$ cat config.mk
export PLATFORM = sky130hd
export DESIGN_NAME = cv32e40s_instr_obi_queue_if
export DESIGN_NICKNAME = d
export VERILOG_FILES = /design/src/rtl/cv32e40s_instr_obi_queue_if.sv
export SDC_FILE = /design/constraint.sdc
export NUM_CORES = 1
export LEC_CHECK = 0
export CAP_MARGIN = 10
export CORE_MARGIN = 2
export CORE_UTILIZATION = 25
export DETAILED_ROUTE_END_ITERATION = 10
export PLACE_DENSITY = 0.61
export SETUP_SLACK_MARGIN = 0.2
export SYNTH_ARGS = -nofsm -noshare
export SYNTH_HDL_FRONTEND = slang
export SYNTH_SLANG_ARGS = --single-unit
$ cat constraint.sdc
create_clock -name clk -period 3.4 [get_ports clk]
set_input_delay 0.68 -clock clk [delete_from_list [all_inputs] [get_ports clk]]
set_output_delay 0.68 -clock clk [all_outputs]
set_load 0.05 [all_outputs]
$ cat src/rtl/cv32e40s_instr_obi_queue_if.sv
// ============================================================================
// Module  : cv32e40s_instr_obi_queue_if
// Brief   : Instruction-fetch OBI master adapter with a request queue, bounded
//           outstanding transactions, flush/discard and gnt/rvalid parity
//           checking (enabled by CV32E40S_OBI_PARITY_CHECK_EN).
// Revision: 1.0
// ============================================================================
`default_nettype none

module cv32e40s_instr_obi_queue_if #(
    parameter int ADDR_W          = 32,
    parameter int REQ_DEPTH       = 2,
    parameter int MAX_OUTSTANDING = 2,
    localparam int CNT_W          = $clog2(MAX_OUTSTANDING + 1)
) (
    input  logic              clk,
    input  logic              rst,
    input  logic              trans_valid_i,
    output logic              trans_ready_o,
    input  logic [ADDR_W-1:0] trans_addr_i,
    input  logic [2:0]        trans_prot_i,
    input  logic              flush_i,
    output logic              obi_req_o,
    output logic              obi_reqpar_o,
    input  logic              obi_gnt_i,
    input  logic              obi_gntpar_i,
    output logic [ADDR_W-1:0] obi_addr_o,
    output logic [2:0]        obi_prot_o,
    input  logic              obi_rvalid_i,
    input  logic              obi_rvalidpar_i,
    input  logic [31:0]       obi_rdata_i,
    input  logic              obi_err_i,
    output logic              resp_valid_o,
    output logic [31:0]       resp_rdata_o,
    output logic              resp_err_o,
    output logic              resp_integrity_err_o,
    output logic              integrity_err_o,
    output logic [CNT_W-1:0]  outstnd_cnt_o
);

    localparam int PTR_W = (REQ_DEPTH > 1) ? $clog2(REQ_DEPTH) : 1;
    localparam int OCC_W = $clog2(REQ_DEPTH + 1);

    logic [ADDR_W-3:0] q_addr [REQ_DEPTH];
    logic [2:0]        q_prot [REQ_DEPTH];
    logic [PTR_W-1:0]  rd_ptr, wr_ptr, rd_ptr_inc, wr_ptr_inc;
    logic [OCC_W-1:0]  occ;
    logic [CNT_W-1:0]  cnt, cnt_next, discard_q, discard_next;
    logic              head_presented_q, head_stale_q, gnt_err_q, integrity_err_q;
    logic              push, pop, keep_head, rvalid_ok, proto_viol, drop_resp;
    logic              gnt_err, rvalid_err;
    logic              unused_addr_lsb;

    assign unused_addr_lsb = ^trans_addr_i[1:0];

    assign rd_ptr_inc = (rd_ptr == PTR_W'(REQ_DEPTH - 1)) ? '0 : rd_ptr + 1'b1;
    assign wr_ptr_inc = (wr_ptr == PTR_W'(REQ_DEPTH - 1)) ? '0 : wr_ptr + 1'b1;

    assign trans_ready_o = (occ < OCC_W'(REQ_DEPTH)) && !flush_i && !rst;
    assign push          = trans_valid_i && trans_ready_o;

    // Once presented, the head keeps req high even when the outstanding cap is reached
    assign obi_req_o    = (occ != '0) && ((cnt < CNT_W'(MAX_OUTSTANDING)) || head_presented_q);
    assign obi_reqpar_o = ~obi_req_o;
    assign obi_addr_o   = {q_addr[rd_ptr], 2'b00};
    assign obi_prot_o   = q_prot[rd_ptr];
    assign pop          = obi_req_o && obi_gnt_i;
    assign keep_head    = obi_req_o && !obi_gnt_i;

    assign proto_viol   = obi_rvalid_i && (cnt == '0);
    assign rvalid_ok    = obi_rvalid_i && (cnt != '0);
    assign cnt_next     = cnt + CNT_W'(pop) - CNT_W'(rvalid_ok);
    assign drop_resp    = rvalid_ok && (discard_q != '0);
    assign discard_next = discard_q - CNT_W'(drop_resp) + CNT_W'(pop && head_stale_q);

    assign resp_valid_o    = rvalid_ok && !drop_resp;
    assign resp_rdata_o    = obi_rdata_i;
    assign resp_err_o      = obi_err_i;
    assign integrity_err_o = integrity_err_q;
    assign outstnd_cnt_o   = cnt;

`ifdef CV32E40S_OBI_PARITY_CHECK_EN
    assign gnt_err              = (obi_gnt_i == obi_gntpar_i);
    assign rvalid_err           = (obi_rvalid_i == obi_rvalidpar_i);
    assign resp_integrity_err_o = rvalid_err || gnt_err_q;
`else
    logic unused_parity;
    assign unused_parity        = obi_gntpar_i ^ obi_rvalidpar_i;
    assign gnt_err              = 1'b0;
    assign rvalid_err           = 1'b0;
    assign resp_integrity_err_o = 1'b0;
`endif

    always_ff @(posedge clk) begin
        if (push) begin
            q_addr[wr_ptr] <= trans_addr_i[ADDR_W-1:2];
            q_prot[wr_ptr] <= trans_prot_i;
        end
    end

    always_ff @(posedge clk) begin
        if (rst) begin
            rd_ptr           <= '0;
            wr_ptr           <= '0;
            occ              <= '0;
            cnt              <= '0;
            discard_q        <= '0;
            head_presented_q <= 1'b0;
            head_stale_q     <= 1'b0;
            gnt_err_q        <= 1'b0;
            integrity_err_q  <= 1'b0;
        end else begin
            cnt              <= cnt_next;
            head_presented_q <= keep_head;
            gnt_err_q        <= gnt_err || (gnt_err_q && !obi_rvalid_i);
            integrity_err_q  <= integrity_err_q || gnt_err || rvalid_err || proto_viol;
            if (flush_i) begin
                // Every transaction still owed a response after this edge is discarded
                discard_q <= cnt_next;
                if (keep_head) begin
                    occ          <= OCC_W'(1);
                    wr_ptr       <= rd_ptr_inc;
                    head_stale_q <= 1'b1;
                end else begin
                    occ          <= '0;
                    rd_ptr       <= '0;
                    wr_ptr       <= '0;
                    head_stale_q <= 1'b0;
                end
            end else begin
                discard_q <= discard_next;
                occ       <= occ + OCC_W'(push) - OCC_W'(pop);
                if (pop) begin
                    rd_ptr       <= rd_ptr_inc;
                    head_stale_q <= 1'b0;
                end
                if (push) begin
                    wr_ptr <= wr_ptr_inc;
                end
            end
        end
    end

endmodule

`default_nettype wire

==> results of run 1 <==
-- power by group through the flow --
stage / sequential [mW] / combinational (mW) / clock (mW)
floorplan: 1.17 / 0.324 / 0
global placement: 1.13 / 0.405 / 0
detailed placement: 1.13 / 0.409 / 0
CTS: 1.11 / 0.411 / 1.13
global route: 1.11 / 0.436 / 1.17
finish: 1.11 / 0.405 / 1.09
-- cell families (layout without fill, tap and decap cells) --
family	after synthesis	count (layout)	synth area share
flops	78	78	0.667
other cells	1	3	0.00113
buf+inv	48	104	0.0984
fa+ha+maj	6	6	0.0225
simple gates	32	32	0.0537
mux	34	34	0.114
xor+xnor	6	6	0.0158
compound gates	8	8	0.0274
-- routing by layer --
layer / share of wire / up-vias
li1: - / 844
met2: 0.47 / 76
met3: 0.075 / 23
met4: 0.028 / 0
met5: 0 / -
met1: 0.42 / 882
-- sequential cells by signal, summed over array words and instances (netlist names), named ones only --
register          count
integrity_err_o       1
discard_q             2
outstnd_cnt_o         2
wr_ptr                1
occ                   2
head_presented_q      1
q_prot                6
q_addr               60
head_stale_q          1
rd_ptr                1
-- cell usage in the layout (no fill, tap or decap), types with 2 or more instances in the layout --
cell	synthesis	layout
xor2_1	3	3
ha_1	6	6
nand2b_1	2	2
nand2_1	3	3
clkdlybuf4s50_1	0	77
bufinv_16	0	3
buf_4	37	2
edfxtp_1	66	66
conb_1	1	3
dfxtp_1	12	11
mux2_2	33	33
buf_12	0	3
nor2_1	10	9
nor3_1	3	3
clkinv_4	0	2
xnor2_1	3	3
inv_1	5	5
nor2b_1	2	2
clkbuf_16	0	9
-- worst paths after layout --
check	endpoint	slack, ns	cells past startpoint
worst min register to register	integrity_err_o	0.47	2
worst max-delay path	resp_valid_o	0.42	4
worst max register to register	discard_q[1]	1.58	9
worst min-delay path	integrity_err_o	0.47	2
-- area by class of cell --
type	instances	area share
flip-flops and latches	78	0.498
clock buffers	9	0.0505
well taps	176	0.0494
multi-input cells	89	0.179
clock inverters	7	0.0272
inverters	6	0.00561
repair buffers	82	0.190
-- through the flow --
step                      setup slack [ns]  instance area (sq um)
after floorplan                      0.470                   3340
after global placement               0.407                   4110
after detailed placement             0.414                   4110
after CTS                            0.393                   4460
after global routing                 0.324                   4460
final                                0.419                   4460
-- critical path: cells and delay by family --
| family | cells | cell delay [ns] |
|---|---|---|
| and+or+nand+nor | 1 | 0.17 |
| AOI/OAI and AO/OA | 1 | 0.14 |
| buffers and inverters | 2 | 1.31 |
==> metrics, run 1 <==
post-synthesis sequential area ratio=0.667; dpl hpwl=4060 um; DRC=0; leakage=~1.6 nW; Max Cap Violations=0; Post-synth ARST share=0; Synth Instances=213; vias in the first global route=1,926; top-count cell post-synth=edfxtp_1; clock-pin transition on the worst setup and hold timing paths=0.06 ns; cts bufs inserted=9; share of post-route cells with drive strength above 1=0.240; VDD IR max=0.000395 V; I/O Pins=around 150; Slew HR=0.637; Seq pwr share=0.425; hold_buf cts=0; grt peak-use layer=met2; FF/Latch Area=0.00222 sq mm; RSZ-0062 raised after global routing=false; global-route wire length before repair=9460 um; Resized Gates After CTS=0; top post-synthesis cells by area=edfxtp_1 59%, mux2_2 11%, buf_4 8.3%; hold_sp=integrity_err_o; PortBufs=78; Final #Nets=around 350; initial antenna violation count=0; GP Congestion=0.673; Comb pwr share=0.155; startpoint types=input pin; total gr overflow=0; met2 Track Usage GR=0.142; worst hold path class=flip-flop to flip-flop; Clock Power Share=0.420; met1 Track Usage GR=0.100; skew final=0.00712 ns; Final Max Slew Viols=0; Post-Place Cells=431; core box area=0.0131 sq mm; mapped cell area=0.00333 sq mm; routed vias=1,825; fin crit share=0.877; antenna diode count=0; num rows=42; Via density=4.08; Post-synth EDFFs=66; Yosys cell types=37; Ys Warns=0; remaining antenna violation count after routing=0; Iteration-0 DRC Markers=86; worst hold slack=0.472 ns; CTS tree=yes; largest net degree at the start of global routing=21; utilization after layout=0.340; CTS root buffer=clkbuf_16; CP arrival=2.30 ns; Critical-path top delay cell=clkdlybuf4s50_1; Avg Inst Size Synth=15.6 sq um; Chip Width=119 um; Clock Tree Buf Depth=2; Die ar.=0.0143 sq mm; Total Routing Usage GR=0.0885; met3 GRT Util=0.0412; largest area contributor in the netlist=edfxtp_1; DR WL/cell=13.8 um; Switching Power=0.639 mW; Max FO, Critical Path=3; commonest cells in the synthesized netlist=66 x edfxtp_1, 37 x buf_4, 33 x mux2_2; area share of the largest cell type after synthesis=0.595; CTS sink cnt=between 70 and 80; setup TNS=0 ns; area of the multi-input gates=800 sq um; DR pass1 iterations=4; Largest stage delay, worst path=0.83 ns; Primary FF master, synth=edfxtp_1; cell mode on critical path=clkdlybuf4s50_1; PwrDens=around 600 mW/mm^2; critical-path cell list=clkdlybuf4s50_1 > o21ai_0 > nor3_1 > clkdlybuf4s50_1; Sw Ratio=0.245; clock latency on the worst-skew pair=0.33 ns; Final Hold Viols=0; H-tree levels=3; Post CTS Setup Buffer Count=0; outcome=complete, no violations; WP data required=2.72 ns; CP Capture Type=output port; Tmin final=2.98 ns; Final setup viols=0; area delta synth->final=33.8%; register bit count reported by yosys=78; Critical Path Start=obi_rvalid_i; final std cells w/o fill=447; Die H=around 120 um; WS Path Type=input pin to output port; WL final=6150 um; initial core utilization=0.254; fmax=335 MHz; Worst-Margin Slew=0.543 ns; r2r startpoint=occ[1]; fillers=1,263; Internal Pwr Total=1.97 mW; Tot Pwr=2.61 mW
Power figures use the tool's default switching activity.
==> run 2: changes to the inputs <==
--- a/config.mk
+++ b/config.mk
@@ -9,8 +9,10 @@
 export CORE_MARGIN = 2
 export CORE_UTILIZATION = 25
 export DETAILED_ROUTE_END_ITERATION = 10
-export PLACE_DENSITY = 0.61
-export SETUP_SLACK_MARGIN = 0.2
+export DONT_BUFFER_PORTS = 1
+export PLACE_DENSITY = 0.46
+export RECOVER_POWER = 100
+export SETUP_SLACK_MARGIN = 0.05
 export SYNTH_ARGS = -nofsm -noshare
 export SYNTH_HDL_FRONTEND = slang
 export SYNTH_SLANG_ARGS = --single-unit
==> run 2 against run 1 <==
Clock-buffer cell count up 2. Combinational power down 35%. Sequential power about the same. The run now ends with max-capacitance violations, max-slew violations left. Largest cell class unchanged. Fmax grew 4.0%. Critical path type is now flip-flop to output port. Sequential share of layout area rose by 12 points. Critical path depth did not move.
==> metrics, run 2 (same netlist as run 1, synthesis figures left out) <==
outcome=complete, but fails checks; failing checks=max-capacitance violations, max-slew violations; global-route wire length before repair=about 8400 um; antenna diode count=0; worst hold path class=input pin to flip-flop; setup TNS=0 ns; Internal Pwr Total=1.79 mW; Switching Power=0.594 mW; I/O Pins=152; Die ar.=0.0143 sq mm; largest net degree at the start of global routing=34; vias in the first global route=1,459; Max FO, Critical Path=5; leading cell types in the layout, fill and taps excluded=66 x edfxtp_1, 33 x mux2_1, 11 x dfxtp_1, 10 x nor2_1, 9 x clkbuf_16; fin crit share=0.843; CP arrival=2.19 ns; remaining antenna violation count after routing=0; Final Hold Viols=0; Post-Place Cells=around 350; Tmin final=2.87 ns; startpoint types=flip-flop; CTS root buffer=clkbuf_16; Worst-Margin Slew=1.68 ns; Sw Ratio=0.249; PortBufs=0; Chip Width=119 um; Tot Pwr=roughly 2.4 mW; leakage=1.23 nW; max reg flops=60; skew final=0.00490 ns; Via density=3.98; core box area=0.0131 sq mm; Total Routing Usage GR=0.0829; Seq pwr share=0.475; Post-DP Area=about 0.0033 sq mm; Iteration-0 DRC Markers=34; final std cells w/o fill=369; clock latency on the worst-skew pair=0.34 ns; VDD IR max=~0.00027 V; clock-pin transition on the worst setup and hold timing paths=0.06 ns; dpl hpwl=3540 um; fmax=349 MHz; Final #Nets=270; num rows=42; Slew HR=-0.121; Clock Power Share=0.414; initial core utilization=0.254; H-tree levels=3; initial antenna violation count=0; WP data required=2.72 ns; Biggest register=q_addr; WL final=about 5600 um; share of post-route cells with drive strength above 1=0.114; Post CTS Setup Buffer Count=0; Resized Gates After CTS=0; Comb pwr share=0.111; DRC=0; post-route cell area=0.00359 sq mm; DR pass1 iterations=3; Max Cap Violations=2; Largest regs=q_addr (60), q_prot (6); R2R setup slack=0.93 ns; CTS sink cnt=78; DR WL/cell=15.3 um; Final Max Slew Viols=34; Clock Tree Buf Depth=2; CP Capture Type=output port; Die H=119 um; WS Path Type=flip-flop to output port; RSZ-0062 raised after global routing=false; CTS tree=yes; hold_buf cts=0; commonest non-fill, non-tap cell in the layout=edfxtp_1; PwrDens=665 mW/mm^2; utilization after layout=0.273; routed vias=1,470; total gr overflow=0; Final setup viols=0; cts bufs inserted=9; area delta synth->final=7.62%; GP Congestion=~0.64
[run 2: power groups by stage]
stage | logic, mW | registers, mW | clock network (mW)
after CTS | 0.282 | 1.14 | 1.03
after global routing | 0.289 | 1.14 | 1.06
after floorplan | 0.324 | 1.17 | 0
after detailed placement | 0.281 | 1.15 | 0
after global placement | 0.281 | 1.15 | 0
final | 0.265 | 1.13 | 0.988
[run 2: per-layer routing]
| metal | track usage | vias up | wire length [um] |
|---|---|---|---|
| li1 | - | 677 | - |
| met3 | 0.0441 | 19 | 560 |
| met2 | 0.114 | 82 | 2520 |
| met5 | 0 | - | 0 |
| met1 | 0.0982 | 692 | 2370 |
| met4 | 0.0574 | 0 | 181 |
[run 2: worst max-delay path, cell delays in order (launching register included)]
cell and delay [ns]:
dfxtp_1 0.30, clkbuf_1 0.61, nand2b_1 0.23, and2_4 0.27, clkinvlp_2 0.44
[run 2: final cells by class]
class,instances,area [sq um]
fill,1349,9550
sequential,78,2220
multi-input combinational,89,778
clock buffer,11,233
tap,176,220
clock inverter,5,73.8
timing repair buffer,4,35.0
inverter,6,23.8
[run 2: worst paths after layout]
path,start,end,cells past startpoint
hold reg to reg,head_stale_q,head_stale_q,2
hold / removal,rst,integrity_err_o,1
setup reg to reg,outstnd_cnt_o[1],discard_q[1],10
setup / recovery,outstnd_cnt_o[1],obi_reqpar_o,4
[run 2: per-stage QoR]
stage / setup slack, ns / hold WS (ns)
floorplan: 0.470 / 0.501
global placement: 1.18 / 0.533
detailed placement: 1.15 / 0.540
CTS: 0.800 / 0.388
global route: 0.434 / 0.392
finish: 0.534 / 0.408
==> run 3: changes to the inputs <==
==> constraint.sdc (replaced) <==
create_clock -name clk -period 2.9 [get_ports clk]
set_input_delay 0.58 -clock clk [delete_from_list [all_inputs] [get_ports clk]]
set_output_delay 0.58 -clock clk [all_outputs]
set_load 0.05 [all_outputs]
==> run 3 against run 2 <==
The flow now finishes without violations. Via count rose by 2.5%. Utilization rose by 0.10 points. Power rose by 21%. Final cell count grew 0.81%. Wire length rose by 2.1%. Global-route usage is 0.23 points higher. Critical path depth stayed put. Clock power grew 27%. First-iteration DRC count grew 15%. Critical endpoint is now resp_valid_o. Largest cell class unchanged.
==> metrics, run 3 (same netlist as run 1, synthesis figures left out) <==
H-tree levels=3; Sw Ratio=0.242; hold_buf cts=0; largest net degree at the start of global routing=29; fillers=1,344; DR pass1 iterations=4; global-route wire length before repair=8690 um; utilization after layout=0.274; clock latency on the worst-skew pair=~0.34 ns; PortBufs=0; Worst Reg-to-Reg Cells=4; Total Routing Usage GR=0.0852; skew final=around 0.0038 ns; Clock Power Share=0.431; WP data required=about 2.3 ns; startpoint types=flip-flop; Clock Tree Buf Depth=2; Seq pwr share=0.449; area delta synth->final=8.03%; fin crit share=0.854; DRC=0; Resized Gates After CTS=0; outcome=complete, no violations; initial core utilization=0.254; Max Cap Violations=0; num rows=42; worst hold path class=input pin to flip-flop; fmax=between 400 and 500 MHz; commonest non-fill, non-tap cell in the layout=edfxtp_1; WL final=between 5000 and 6000 um; Post-DP Area=0.00335 sq mm; WS Path Type=flip-flop to output port; worst hold path depth=1; Final #Nets=273; CTS sink cnt=78; setup TNS=0 ns; Switching Power=between 0.6 and 0.7 mW; Comb pwr share=0.120; leading cell types in the layout, fill and taps excluded=66 x edfxtp_1, 32 x mux2_1, 11 x dfxtp_1, 9 x nor2_1, 9 x clkbuf_16; CP arrival=1.90 ns; core box area=0.0131 sq mm; dpl hpwl=3720 um; Post CTS Setup Buffer Count=0; CTS root buffer=clkbuf_16; I/O Pins=152; FF/Latch Area=0.00222 sq mm; share of post-route cells with drive strength above 1=0.128; Die H=about 120 um; VDD IR max=about 0.00028 V; post-route cell area=between 0.003 and 0.004 sq mm; PwrDens=roughly 800 mW/mm^2; Die ar.=0.0143 sq mm; Final setup viols=0; total gr overflow=0; Max FO, Critical Path=4; GP Congestion=0.646; initial antenna violation count=0; vias in the first global route=between 1.5k and 2k; Chip Width=119 um; routed vias=1,507; Slew HR=0.402; Worst-Margin Slew=between 0.8 and 0.9 ns; Final Max Slew Viols=0; clock-pin transition on the worst setup and hold timing paths=0.06 ns; Biggest register=q_addr; max reg flops=60; RSZ-0062 raised after global routing=false; Largest regs=q_addr (60), q_prot (6); CTS tree=yes; Final Hold Viols=0; Iteration-0 DRC Markers=39; Tmin final=about 2.5 ns; CP Capture Type=output port; antenna diode count=0; Via density=4.05; remaining antenna violation count after routing=0; leakage=1.24 nW; area of the multi-input gates=between 700 and 800 sq um; DR WL/cell=~15 um; cts bufs inserted=9; Internal Pwr Total=2.19 mW
run 3: changes by cell type in the layout (fill, tap and decap cells not counted), sizes merged:
cell,delta
buf,+1
clkbuf,+2
clkinv,-1
bufinv,+1
run 3: area by class of cell:
| type | count | share of cell area |
|---|---|---|
| clock buffers | 11 | 0.0646 |
| repair buffers | 7 | 0.0111 |
| inverters | 6 | 0.00660 |
| flip-flops and latches | 78 | 0.617 |
| clock inverters | 5 | 0.0271 |
| well taps | 176 | 0.0612 |
| multi-input cells | 89 | 0.212 |
run 3: per-layer routing:
layer	vias up	wire (um)	global-route usage
met5	-	0	0
met1	717	2310	0.0933
met4	0	200	0.0596
met3	21	602	0.0426
li1	688	-	-
met2	81	2640	0.128
run 3: worst max-delay path: stages (launching register included):
cell      delay, ns
dfxtp_1        0.30
clkbuf_1       0.53
o21ai_0        0.33
nor3_2         0.17
buf_4          0.22
run 3: final timing paths:
path               startpoint               to  slack (ns)
max reg2reg            occ[1]     q_addr[0][7]        0.56
min                       rst  integrity_err_o        0.31
min reg2reg            occ[1]           occ[1]        0.54
max          outstnd_cnt_o[0]     resp_valid_o        0.42
run 3: power groups by stage:
stage               sequential [mW]  combinational (mW)  clock (mW)
global placement               1.32               0.371           0
floorplan                      1.37               0.380           0
detailed placement             1.32               0.372           0
CTS                            1.30               0.373        1.31
global route                   1.31               0.378        1.35
finish                         1.30               0.346        1.25
run 3: stage by stage:
step,hold slack [ns],std cells,setup WS (ns),power [mW]
after floorplan,0.501,215,0.0701,1.75
after global placement,0.521,356,0.823,1.69
after detailed placement,0.535,356,0.817,1.70
after CTS,0.283,372,0.533,2.98
after global routing,0.286,372,0.256,3.03
final,0.309,372,0.423,2.89
